--- src/rtl/datatype_package.sv ---
// ============================================================================
// Module      : datatype_package
// Description : Shared types for the 7-segment display path (segment pattern,
//               digit count default, scanner state encoding).
// Revision    : 1.0 - initial release
// ============================================================================
`default_nettype none

package datatype_package;

    typedef logic [7:0] seg8_t;

    localparam int SEG7_DIGIT_NUM = 6;

    typedef enum logic [1:0] {
        SCAN_IDLE  = 2'd0,
        SCAN_BLANK = 2'd1,
        SCAN_SHOW  = 2'd2
    } scan_state_t;

    // Converts a 1=lit pattern into bus polarity.
    function automatic seg8_t seg_polarity(input seg8_t pat, input bit active_low);
        return active_low ? ~pat : pat;
    endfunction

endpackage

`default_nettype wire

--- src/rtl/seg7_scan.sv ---
// ============================================================================
// Module      : seg7_scan
// Description : Time-multiplexed 7-segment scanner with per-frame shadow latch.
//               Optional PWM dimming when SEG7_SCAN_DIMMING_EN is defined.
// Revision    : 1.0 - initial release
// ============================================================================
`default_nettype none

module seg7_scan
    import datatype_package::*;
#(
    parameter int DIGIT_NUM      = SEG7_DIGIT_NUM,
    parameter int DIGIT_CYCLES   = 50_000,
    parameter int BLANK_CYCLES   = 500,
    parameter int SEG_ACTIVE_LOW = 1,
    parameter int DIG_ACTIVE_LOW = 1
) (
    input  logic                 clk_i,
    input  logic                 rst_n_i,
    input  logic                 en_i,
    input  seg8_t                seg_i [DIGIT_NUM],
`ifdef SEG7_SCAN_DIMMING_EN
    input  logic [3:0]           bright_i,
`endif
    output logic [7:0]           seg_o,
    output logic [DIGIT_NUM-1:0] dig_o,
    output logic                 frame_o
);

    localparam int CNT_W = $clog2(DIGIT_CYCLES);
    localparam int IDX_W = (DIGIT_NUM > 1) ? $clog2(DIGIT_NUM) : 1;

    localparam logic [CNT_W-1:0] BLANK_END = CNT_W'(BLANK_CYCLES - 1);
    localparam logic [CNT_W-1:0] SLOT_END  = CNT_W'(DIGIT_CYCLES - 1);
    localparam logic [IDX_W-1:0] LAST_IDX  = IDX_W'(DIGIT_NUM - 1);

    localparam seg8_t                SEG_DARK = (SEG_ACTIVE_LOW != 0) ? 8'hFF : 8'h00;
    localparam logic [DIGIT_NUM-1:0] DIG_DARK = (DIG_ACTIVE_LOW != 0) ? '1 : '0;

    scan_state_t      state;
    scan_state_t      state_d;
    logic [CNT_W-1:0] cnt;
    logic [CNT_W-1:0] cnt_d;
    logic [IDX_W-1:0] idx;
    logic [IDX_W-1:0] idx_d;
    logic             load;
    seg8_t            shadow [DIGIT_NUM];
    seg8_t            pattern_d;
    logic             lit_ok;
    logic [DIGIT_NUM-1:0] dig_vec;

    always_comb begin
        state_d = state;
        cnt_d   = cnt;
        idx_d   = idx;
        load    = 1'b0;
        case (state)
            SCAN_IDLE: begin
                if (en_i) begin
                    state_d = SCAN_BLANK;
                    cnt_d   = '0;
                    idx_d   = '0;
                    load    = 1'b1;
                end
            end
            SCAN_BLANK: begin
                cnt_d = cnt + 1'b1;
                if (cnt == BLANK_END) begin
                    state_d = SCAN_SHOW;
                end
            end
            SCAN_SHOW: begin
                if (cnt == SLOT_END) begin
                    cnt_d   = '0;
                    state_d = SCAN_BLANK;
                    if (idx == LAST_IDX) begin
                        idx_d = '0;
                        load  = 1'b1;
                    end else begin
                        idx_d = idx + 1'b1;
                    end
                end else begin
                    cnt_d = cnt + 1'b1;
                end
            end
            default: begin
                state_d = SCAN_IDLE;
                cnt_d   = '0;
                idx_d   = '0;
            end
        endcase
        // Disable overrides everything, including an end-of-frame reload.
        if (!en_i) begin
            state_d = SCAN_IDLE;
            cnt_d   = '0;
            idx_d   = '0;
            load    = 1'b0;
        end
    end

    // Outputs are registered from next-state values so they track the state register.
    always_comb begin
        pattern_d = load ? seg_i[idx_d] : shadow[idx_d];
    end

`ifdef SEG7_SCAN_DIMMING_EN
    logic [3:0] pwm;
    logic [3:0] pwm_d;

    always_comb begin
        pwm_d = pwm;
        if (state_d == SCAN_SHOW) begin
            pwm_d = (state == SCAN_SHOW) ? pwm + 4'd1 : 4'd0;
        end
        lit_ok = (pwm_d <= bright_i);
    end

    always_ff @(posedge clk_i or negedge rst_n_i) begin
        if (!rst_n_i) begin
            pwm <= 4'd0;
        end else begin
            pwm <= pwm_d;
        end
    end
`else
    always_comb begin
        lit_ok = 1'b1;
    end
`endif

    always_comb begin
        dig_vec = '0;
        if (state_d == SCAN_SHOW && lit_ok) begin
            dig_vec[idx_d] = 1'b1;
        end
    end

    always_ff @(posedge clk_i or negedge rst_n_i) begin
        if (!rst_n_i) begin
            state   <= SCAN_IDLE;
            cnt     <= '0;
            idx     <= '0;
            seg_o   <= SEG_DARK;
            dig_o   <= DIG_DARK;
            frame_o <= 1'b0;
        end else begin
            state   <= state_d;
            cnt     <= cnt_d;
            idx     <= idx_d;
            frame_o <= load;
            seg_o   <= (state_d == SCAN_IDLE) ? SEG_DARK
                                              : seg_polarity(pattern_d, SEG_ACTIVE_LOW != 0);
            dig_o   <= (DIG_ACTIVE_LOW != 0) ? ~dig_vec : dig_vec;
        end
    end

    // Frame content survives a disable; it is reloaded on every restart anyway.
    always_ff @(posedge clk_i) begin
        if (load) begin
            shadow <= seg_i;
        end
    end

endmodule

`default_nettype wire

--- config.mk ---
export PLATFORM = sky130hd
export DESIGN_NAME = seg7_scan
export DESIGN_NICKNAME = d
export VERILOG_FILES = /design/src/rtl/datatype_package.sv /design/src/rtl/seg7_scan.sv
export SDC_FILE = /design/constraint.sdc
export NUM_CORES = 1
export LEC_CHECK = 0
export CAP_MARGIN = 0
export CORE_MARGIN = 2
export CORE_UTILIZATION = 50
export DETAILED_ROUTE_END_ITERATION = 16
export GPL_ROUTABILITY_DRIVEN = 1
export PLACE_DENSITY = 0.75
export SYNTH_ARGS = -nofsm -noshare
export SYNTH_HDL_FRONTEND = slang
export SYNTH_SLANG_ARGS = --single-unit
export TNS_END_PERCENT = 1
--- constraint.sdc ---
create_clock -name clk_i -period 9.81 [get_ports clk_i]
set_clock_uncertainty 0.15 [all_clocks]
set_input_delay 1.962 -clock clk_i [delete_from_list [all_inputs] [get_ports clk_i]]
set_output_delay 1.962 -clock clk_i [all_outputs]
set_load 0.02 [all_outputs]
==> metrics, run 1 <==
fin area 4966 um2; peak supply drop 0.00009279 V; Syn-to-layout area delta 21.56%; CP Capture Type flip-flop; port bufs 65; vias in the first global route 2901; Core Rows 32; initial antenna violation count 0; Hold Crit Depth 1; clk_lat worst skew 350 ps; FF-to-FF End seg_o[3]; Leak 1.926 nW; Place WS 4702 ps; Mapped Area 4085 um2; cell count after synthesis 377; Netlist cell types 50; Synth Area per Inst 10.84 um2; worst hold start cnt[0]; share of cells above drive strength 1 0.1422; reg2reg path depth 10; number of remaining DRC errors 0; clock tree buffer depth 2; post-route ant nets 0; # H-tree levels 3; CTS buffer count 9; post-detail-place hpwl 6045 um; GR Layer Usage met1 0.2724; Core Region 7807 um2; WP data required 9900 ps; die area 8909 um2; FF-to-FF setup slack 6010 ps; Slew HR 0.2584; Power per Cell Area 145.4 nW/um2; setup TNS 0 ps; TritonCTS clock tree built; Mapped Nets 433; Clock Pin Slew Worst Setup and Hold Paths 90 ps; worst hold endpoint cnt[0]; status complete, no violations; met2 usage 0.3476; final slew viol count 0; top_reg_cell synth edfxtp_1; dpl cell area 4773 um2; start of the worst register-to-register path cnt[4]; asr flop ratio synth 0.4286; Overall Global Routing Usage 0.2055; type of the worst setup path in2reg; sequential-to-total area share from yosys stat 0.5776; fin crit share 0.4847; Vert. Die Dim 94.39 um; busiest grt layer met2; met3 Use GR 0.04070; I/O Pins 66; via/cell ratio 5.462; fin nets 494; global-route wire length before repair 14010 um; PostCTS Resize Cnt 0; Max Fclk 210.3 MHz; number of diodes 0; RSZ-0062 raised after global routing false; Placer Congestion 0.8745; hold buffer count at cts 0; pin count of the biggest net entering global routing 75; Die Wd 94.39 um; grt ovf 0; fill count 631; Fin. Hold Viols 0; Power, Total 722.2 uW; Worst Setup Start Kind input pin; Hold WC Path Type reg2reg; Tmin final 4755 ps; number of synthesized flops with an enable pin 48; Setup Buffers After CTS 0; Final Setup Violations 0; effective utilization at floorplan 0.5232; Max-Cap Viols 0; WP data arrival 4840 ps; final setup margin 5055 ps; first-pass iteration count of the detailed router 4; Worst Max-Slew Pin Slew 1112 ps; crit-path max FO 74; WL/cell 15.84 um; post-synthesis register bit count 84; initial DRC count 192; Syn. warnings 0; CTS sink cnt 84; root buf cell clkbuf_8; final WL 8634 um; via count 2977
registers in the layout, indices dropped and copies added (netlist names):
signal / cells
cnt: 16
dig_o: 6
frame_o: 1
idx: 3
seg_o: 8
shadow: 48
state: 2
final cells by class:
| cell class | count | area (um2) | share of cell area |
|---|---|---|---|
| inverters | 8 | 42.54 | 0.008566 |
| well taps | 102 | 127.6 | 0.02570 |
| clock buffers | 10 | 127.6 | 0.02570 |
| repair buffers | 67 | 660.6 | 0.1330 |
| multi-input cells | 268 | 1583 | 0.3187 |
| clock inverters | 6 | 65.06 | 0.01310 |
| flip-flops and latches | 84 | 2360 | 0.4752 |
metal layers:
| metal | part of all wire | wire (um) | vias up |
|---|---|---|---|
| li1 | - | - | 1463 |
| met1 | 0.43 | 3725 | 1428 |
| met2 | 0.51 | 4378 | 74 |
| met3 | 0.048 | 418 | 12 |
| met4 | 0.013 | 111 | 0 |
| met5 | 0 | 0 | - |
cells in the mapped netlist, drive strengths merged (5+ instances only):
| cell | n | area, um2 |
|---|---|---|
| a31oi | 9 | 56.30 |
| nand2 | 102 | 382.9 |
| inv | 7 | 26.28 |
| mux2i | 6 | 60.06 |
| and3 | 27 | 181.4 |
| ha | 5 | 62.56 |
| buf | 6 | 52.54 |
| dfstp | 14 | 367.9 |
| nor3 | 6 | 41.29 |
| nand3 | 36 | 180.2 |
| nand4 | 5 | 31.28 |
| clkbuf | 11 | 52.54 |
| edfxtp | 48 | 1441 |
| a211oi | 8 | 72.57 |
| dfrtp | 22 | 550.5 |
| xor2 | 9 | 78.83 |
| nor2 | 18 | 67.56 |
cell usage in the layout (no fill, tap or decap), types with 2 or more instances in the layout:
master	count
buf_4	2
xnor2_1	3
dfrtp_1	22
edfxtp_1	48
inv_1	6
nand4_1	5
and3_2	10
or2_2	3
dfstp_2	14
nor2_1	18
or4_4	2
clkbuf_8	9
nand2_1	102
xor2_1	9
mux2i_1	6
clkinvlp_4	3
nor2b_1	2
a21oi_1	2
nand3_1	36
a211oi_1	7
a31oi_1	9
o21ai_0	3
and3_1	17
ha_1	5
nor4_2	2
nor3_1	5
or3_1	2
clkdlybuf4s50_1	64
or4b_4	2
per-stage QoR:
stage	hold WS, ps	instances	util
after floorplan	297.6	377	-
after global placement	315.5	529	0.6114
after detailed placement	331.7	529	0.6114
after CTS	344.1	545	0.6361
after global routing	357.9	545	0.6361
final	340.9	545	0.6361
power breakdown:
part           total, mW  internal (mW)  switching [mW]
Sequential         0.398          0.393         0.00470
Clock              0.243          0.117           0.126
Combinational     0.0817         0.0387          0.0430
how the worst max path moves through the flow:
stage | start | end | slack, ps | cells after the start
finish | en_i | seg_o[3] | 5050 | 11
global route | en_i | seg_o[3] | 4830 | 11
CTS | en_i | seg_o[3] | 5060 | 11
detailed placement | en_i | seg_o[3] | 4700 | 11
global placement | en_i | seg_o[4] | 4800 | 11
floorplan | en_i | seg_o[0] | 5800 | 9
worst max-delay path, stage by stage:
cell	delay, ps
clkdlybuf4s50_1	550
nand2_1	70
nor3_1	190
a22oi_2	80
buf_4	300
inv_2	400
buf_4	690
nand2_1	100
and3_2	230
a31oi_1	150
a211oi_1	90
kinds of logic after synthesis:
group,Yosys count,synth area share
xor+xnor,12,0.02573
simple gates,214,0.2668
fa+ha+maj,5,0.01531
buf+inv,25,0.03614
flops,84,0.5776
mux,7,0.01746
compound gates,30,0.06095
Power figures use the tool's default switching activity.
==> run 2: changes to the inputs <==
==> constraint.sdc (replaced) <==
create_clock -name clk_i -period 4.8 [get_ports clk_i]
set_clock_uncertainty 0.15 [all_clocks]
set_input_delay 0.96 -clock clk_i [delete_from_list [all_inputs] [get_ports clk_i]]
set_output_delay 0.96 -clock clk_i [all_outputs]
set_load 0.02 [all_outputs]
==> metrics, run 2 (synthesis gave the netlist of run 1 again) <==
status complete, no violations; Overall Global Routing Usage 0.2101; initial DRC count 220; WP data arrival 3600 ps; number of remaining DRC errors 0; Hold WS 336.3 ps; FF-to-FF End dig_o[0]; Tmin final 3470 ps; root buf cell clkbuf_8; setup TNS 0 ps; peak supply drop 0.0001608 V; hold buffer count at cts 0; fin nets 495; clock tree buffer depth 2; DP Cell Count 530; vias in the first global route 3001; number of flip-flops in the largest register 48; PostCTS Resize Cnt 0; Power per Cell Area 306.8 nW/um2; Worst Max-Slew Pin Slew 1039 ps; Max Fclk 288.2 MHz; Clock Pin Slew Worst Setup and Hold Paths 90 ps; WP data required 4930 ps; post-route ant nets 0; Fin. Hold Viols 0; Core Region 7807 um2; Syn-to-layout area delta 22.33%; RSZ-0062 raised after global routing false; Worst Setup Start Kind flip-flop; Top Registers shadow: 48 flops, cnt: 16 flops, seg_o: 8 flops; first-pass iteration count of the detailed router 4; reg2reg path depth 7; CTS buffer count 9; crit-path max FO 26; clk_lat worst skew 360 ps; Core Rows 32; I/O Pins 66; Critical Path Start cnt[4]; Power, Total 1.533 mW; effective utilization at floorplan 0.5232; # H-tree levels 3; share of cells above drive strength 1 0.1441; die area 8909 um2; WL/cell 15.99 um; global-route wire length before repair 14280 um; via count 3016; type of the worst setup path reg2reg; CP endpoint dig_o[0]; port bufs 65; via/cell ratio 5.524; final slew viol count 0; Post-Layout Cell Count 546; Max-Cap Viols 0; CTS sink cnt 84; initial antenna violation count 0; grt ovf 0; Placer Congestion 0.8546; Vert. Die Dim 94.39 um; most frequent cells in the layout nand2_1, clkdlybuf4s50_1, edfxtp_1, nand3_1, dfrtp_1; final WL 8732 um; fin crit share 0.7229; CP Capture Type flip-flop; pin count of the biggest net entering global routing 45; TritonCTS clock tree built; Slew HR 0.3073; number of diodes 0; Most flops, register shadow; post-detail-place hpwl 6247 um; Die Wd 94.39 um; Setup Buffers After CTS 0; Final Setup Violations 0; start of the worst register-to-register path cnt[4]; Leak 1.949 nW; FF-to-FF setup slack 1330 ps; most common cell after layout, fill and taps aside nand2_1; Hold WC Path Type reg2reg
-- run 2: changes by cell type in the layout (fill, tap and decap cells not counted), sizes merged --
cell	change
clkinvlp	-2
buf	+1
bufinv	+1
clkinv	+1
-- run 2: worst max-delay path, cell delays in order, from the launching register on --
cell and delay (ps):
dfrtp_1 440, or4b_4 600, o41ai_2 490, nand2_1 100
or3b_1 870, clkinv_8 290, nor3_1 370, nand2_1 100
-- run 2: through the flow --
step,utilization,area (um2),setup WS (ps)
floorplan,-,4085,1530
global placement,0.6123,4781,1233
detailed placement,0.6123,4781,1143
CTS,0.6401,4997,1324
global route,0.6401,4997,1095
finish,0.6401,4997,1330
-- run 2: worst min-delay path by stage --
stage / startpoint / to / slack, ps / cells past startpoint
detailed placement: cnt[0] / cnt[0] / 320 / 1
floorplan: cnt[0] / cnt[0] / 300 / 1
global route: cnt[0] / cnt[0] / 380 / 1
finish: cnt[0] / cnt[0] / 340 / 1
global placement: cnt[0] / cnt[0] / 310 / 1
CTS: cnt[0] / cnt[0] / 330 / 1
-- run 2: cell type report --
class	instances	area [um2]
Fill cell	639	2810
Multi-Input combinational cell	268	1583
Inverter	8	42.54
Clock inverter	6	88.84
Clock buffer	10	127.6
Tap cell	102	127.6
Timing Repair Buffer	68	668.1
Sequential cell	84	2360
-- run 2: power breakdown --
part           total [mW]  internal, mW  switching (mW)
registers           0.812         0.803         0.00958
clock network       0.551         0.293           0.258
logic               0.170        0.0799          0.0897
-- run 2: per-layer routing --
| metal | part of all wire | global-route usage | wire [um] | up-vias |
|---|---|---|---|---|
| li1 | - | - | - | 1462 |
| met1 | 0.44 | 0.2789 | 3875 | 1467 |
| met2 | 0.49 | 0.3363 | 4252 | 71 |
| met3 | 0.046 | 0.03990 | 402 | 16 |
| met4 | 0.023 | 0.09662 | 201 | 0 |
| met5 | 0 | 0 | 0 | - |
==> run 3: changes to the inputs <==
==> constraint.sdc (replaced) <==
create_clock -name clk_i -period 3.35 [get_ports clk_i]
set_clock_uncertainty 0.15 [all_clocks]
set_input_delay 0.67 -clock clk_i [delete_from_list [all_inputs] [get_ports clk_i]]
set_output_delay 0.67 -clock clk_i [all_outputs]
set_load 0.02 [all_outputs]
==> metrics, run 3 (synthesis gave the netlist of run 1 again) <==
status complete, no violations; fin crit share 0.9478; vias in the first global route 2858; crit-path max FO 24; number of diodes 0; Vert. Die Dim 94.39 um; effective utilization at floorplan 0.5232; Syn-to-layout area delta 23.74%; CP Capture Type flip-flop; # H-tree levels 3; Max-Cap Viols 0; clk_lat worst skew 360 ps; Worst Max-Slew Pin Slew 778.9 ps; clock tree buffer depth 2; pin count of the biggest net entering global routing 49; WL/cell 15.74 um; CP top delay family simple AND/OR/NAND/NOR gates; Slew HR 0.4764; RSZ-0062 raised after global routing false; TritonCTS clock tree built; Max Fclk 315.0 MHz; Hold WC Path Type in2async; final slew viol count 0; post-detail-place hpwl 6064 um; CTS sink cnt 84; global-route wire length before repair 13810 um; first-pass iteration count of the detailed router 4; Overall Global Routing Usage 0.2038; number of flip-flops in the largest register 48; Die Wd 94.39 um; Cell Chain, Critical Path or4b_4 > nor4_4 > nor2_1 > or3b_1 > buf_4 > clkinv_8 > nand3_1 > and3_1 > a211oi_1; port bufs 65; Worst Setup Start Kind flip-flop; WP data required 3460 ps; root buf cell clkbuf_8; fin nets 498; WP data arrival 3290 ps; final WL 8642 um; I/O Pins 66; post-route ant nets 0; Placer Congestion 0.8144; Core Rows 32; Power per Cell Area 447.7 nW/um2; hold buffer count at cts 0; setup TNS 0 ps; grt ovf 0; Setup Buffers After CTS 0; Leak 1.979 nW; initial DRC count 156; via count 3011; Core Region 7807 um2; via/cell ratio 5.485; share of cells above drive strength 1 0.1521; number of remaining DRC errors 0; die area 8909 um2; Most flops, register shadow; CP peak stage delay 600 ps; type of the worst setup path reg2reg; PostCTS Resize Cnt 0; Buffers & Inverters on Critical Path 2; initial antenna violation count 0; Fin. Hold Viols 0; most frequent cells in the layout nand2_1, clkdlybuf4s50_1, edfxtp_1, nand3_1, dfrtp_1; Tmin final 3175 ps; most common cell after layout, fill and taps aside nand2_1; post-layout util 0.6474; Clock Pin Slew Worst Setup and Hold Paths 90 ps; Final Setup Violations 0; CP max-delay cell or4b_4; Top Registers shadow: 48 flops, cnt: 16 flops, seg_o: 8 flops; peak supply drop 0.0002834 V; fill count 625; CTS buffer count 9
## run 3: changes by cell type in the layout (fill, tap and decap cells not counted), sizes merged
cell	previous run	this run
buf	4	7
bufinv	2	3
clkbuf	10	9
## run 3: area by class of cell
class                   instances  area (um2)  area share
clock buffers                   9       123.9     0.02450
clock inverters                 7       115.1     0.02277
inverters                       8       42.54    0.008416
multi-input cells             268        1583      0.3131
flip-flops and latches         84        2360      0.4668
well taps                     102       127.6     0.02525
repair buffers                 71       703.2      0.1391
## run 3: worst paths after layout
| path | from | end | slack [ps] | depth (start not counted) |
|---|---|---|---|---|
| worst min register to register | cnt[0] | cnt[0] | 340 | 1 |
| worst max register to register | cnt[4] | seg_o[1] | 170 | 9 |
| worst min-delay path | rst_n_i | cnt[7] | 230 | 1 |
| min in group clk_i | cnt[0] | cnt[0] | 340 | 1 |
| max in group asynchronous | rst_n_i | state[1] | 2310 | 1 |
| worst max-delay path | cnt[4] | seg_o[1] | 170 | 9 |
## run 3: where the power goes
group	switching, mW	internal (mW)	total [mW]
combinational	0.128	0.117	0.245
sequential	0.0137	1.15	1.16
clock	0.361	0.492	0.854
total	0.503	1.76	2.26
## run 3: stage by stage
step	instances	cell area [um2]	hold WS [ps]	power [mW]	setup WS (ps)
6_report	549	5055	233.6	2.263	174.9
5_1_grt	549	5055	302.5	2.351	28.49
4_1_cts	549	5055	264.3	2.282	145.4
3_5_place_dp	533	4816	329.6	1.433	182.9
3_3_place_gp	533	4816	317.6	1.426	277.6
2_1_floorplan	377	4085	224.4	1.307	79.77
## run 3: routing by layer
metal  part of all wire  track usage  wire length (um)  vias to the layer above
li1                   -            -                 -                     1466
met3              0.051      0.05587               438                        7
met5                  0            0                 0                        -
met1               0.44       0.2696              3792                     1457
met4              0.011      0.04589                91                        0
met2               0.50       0.3381              4320                       81
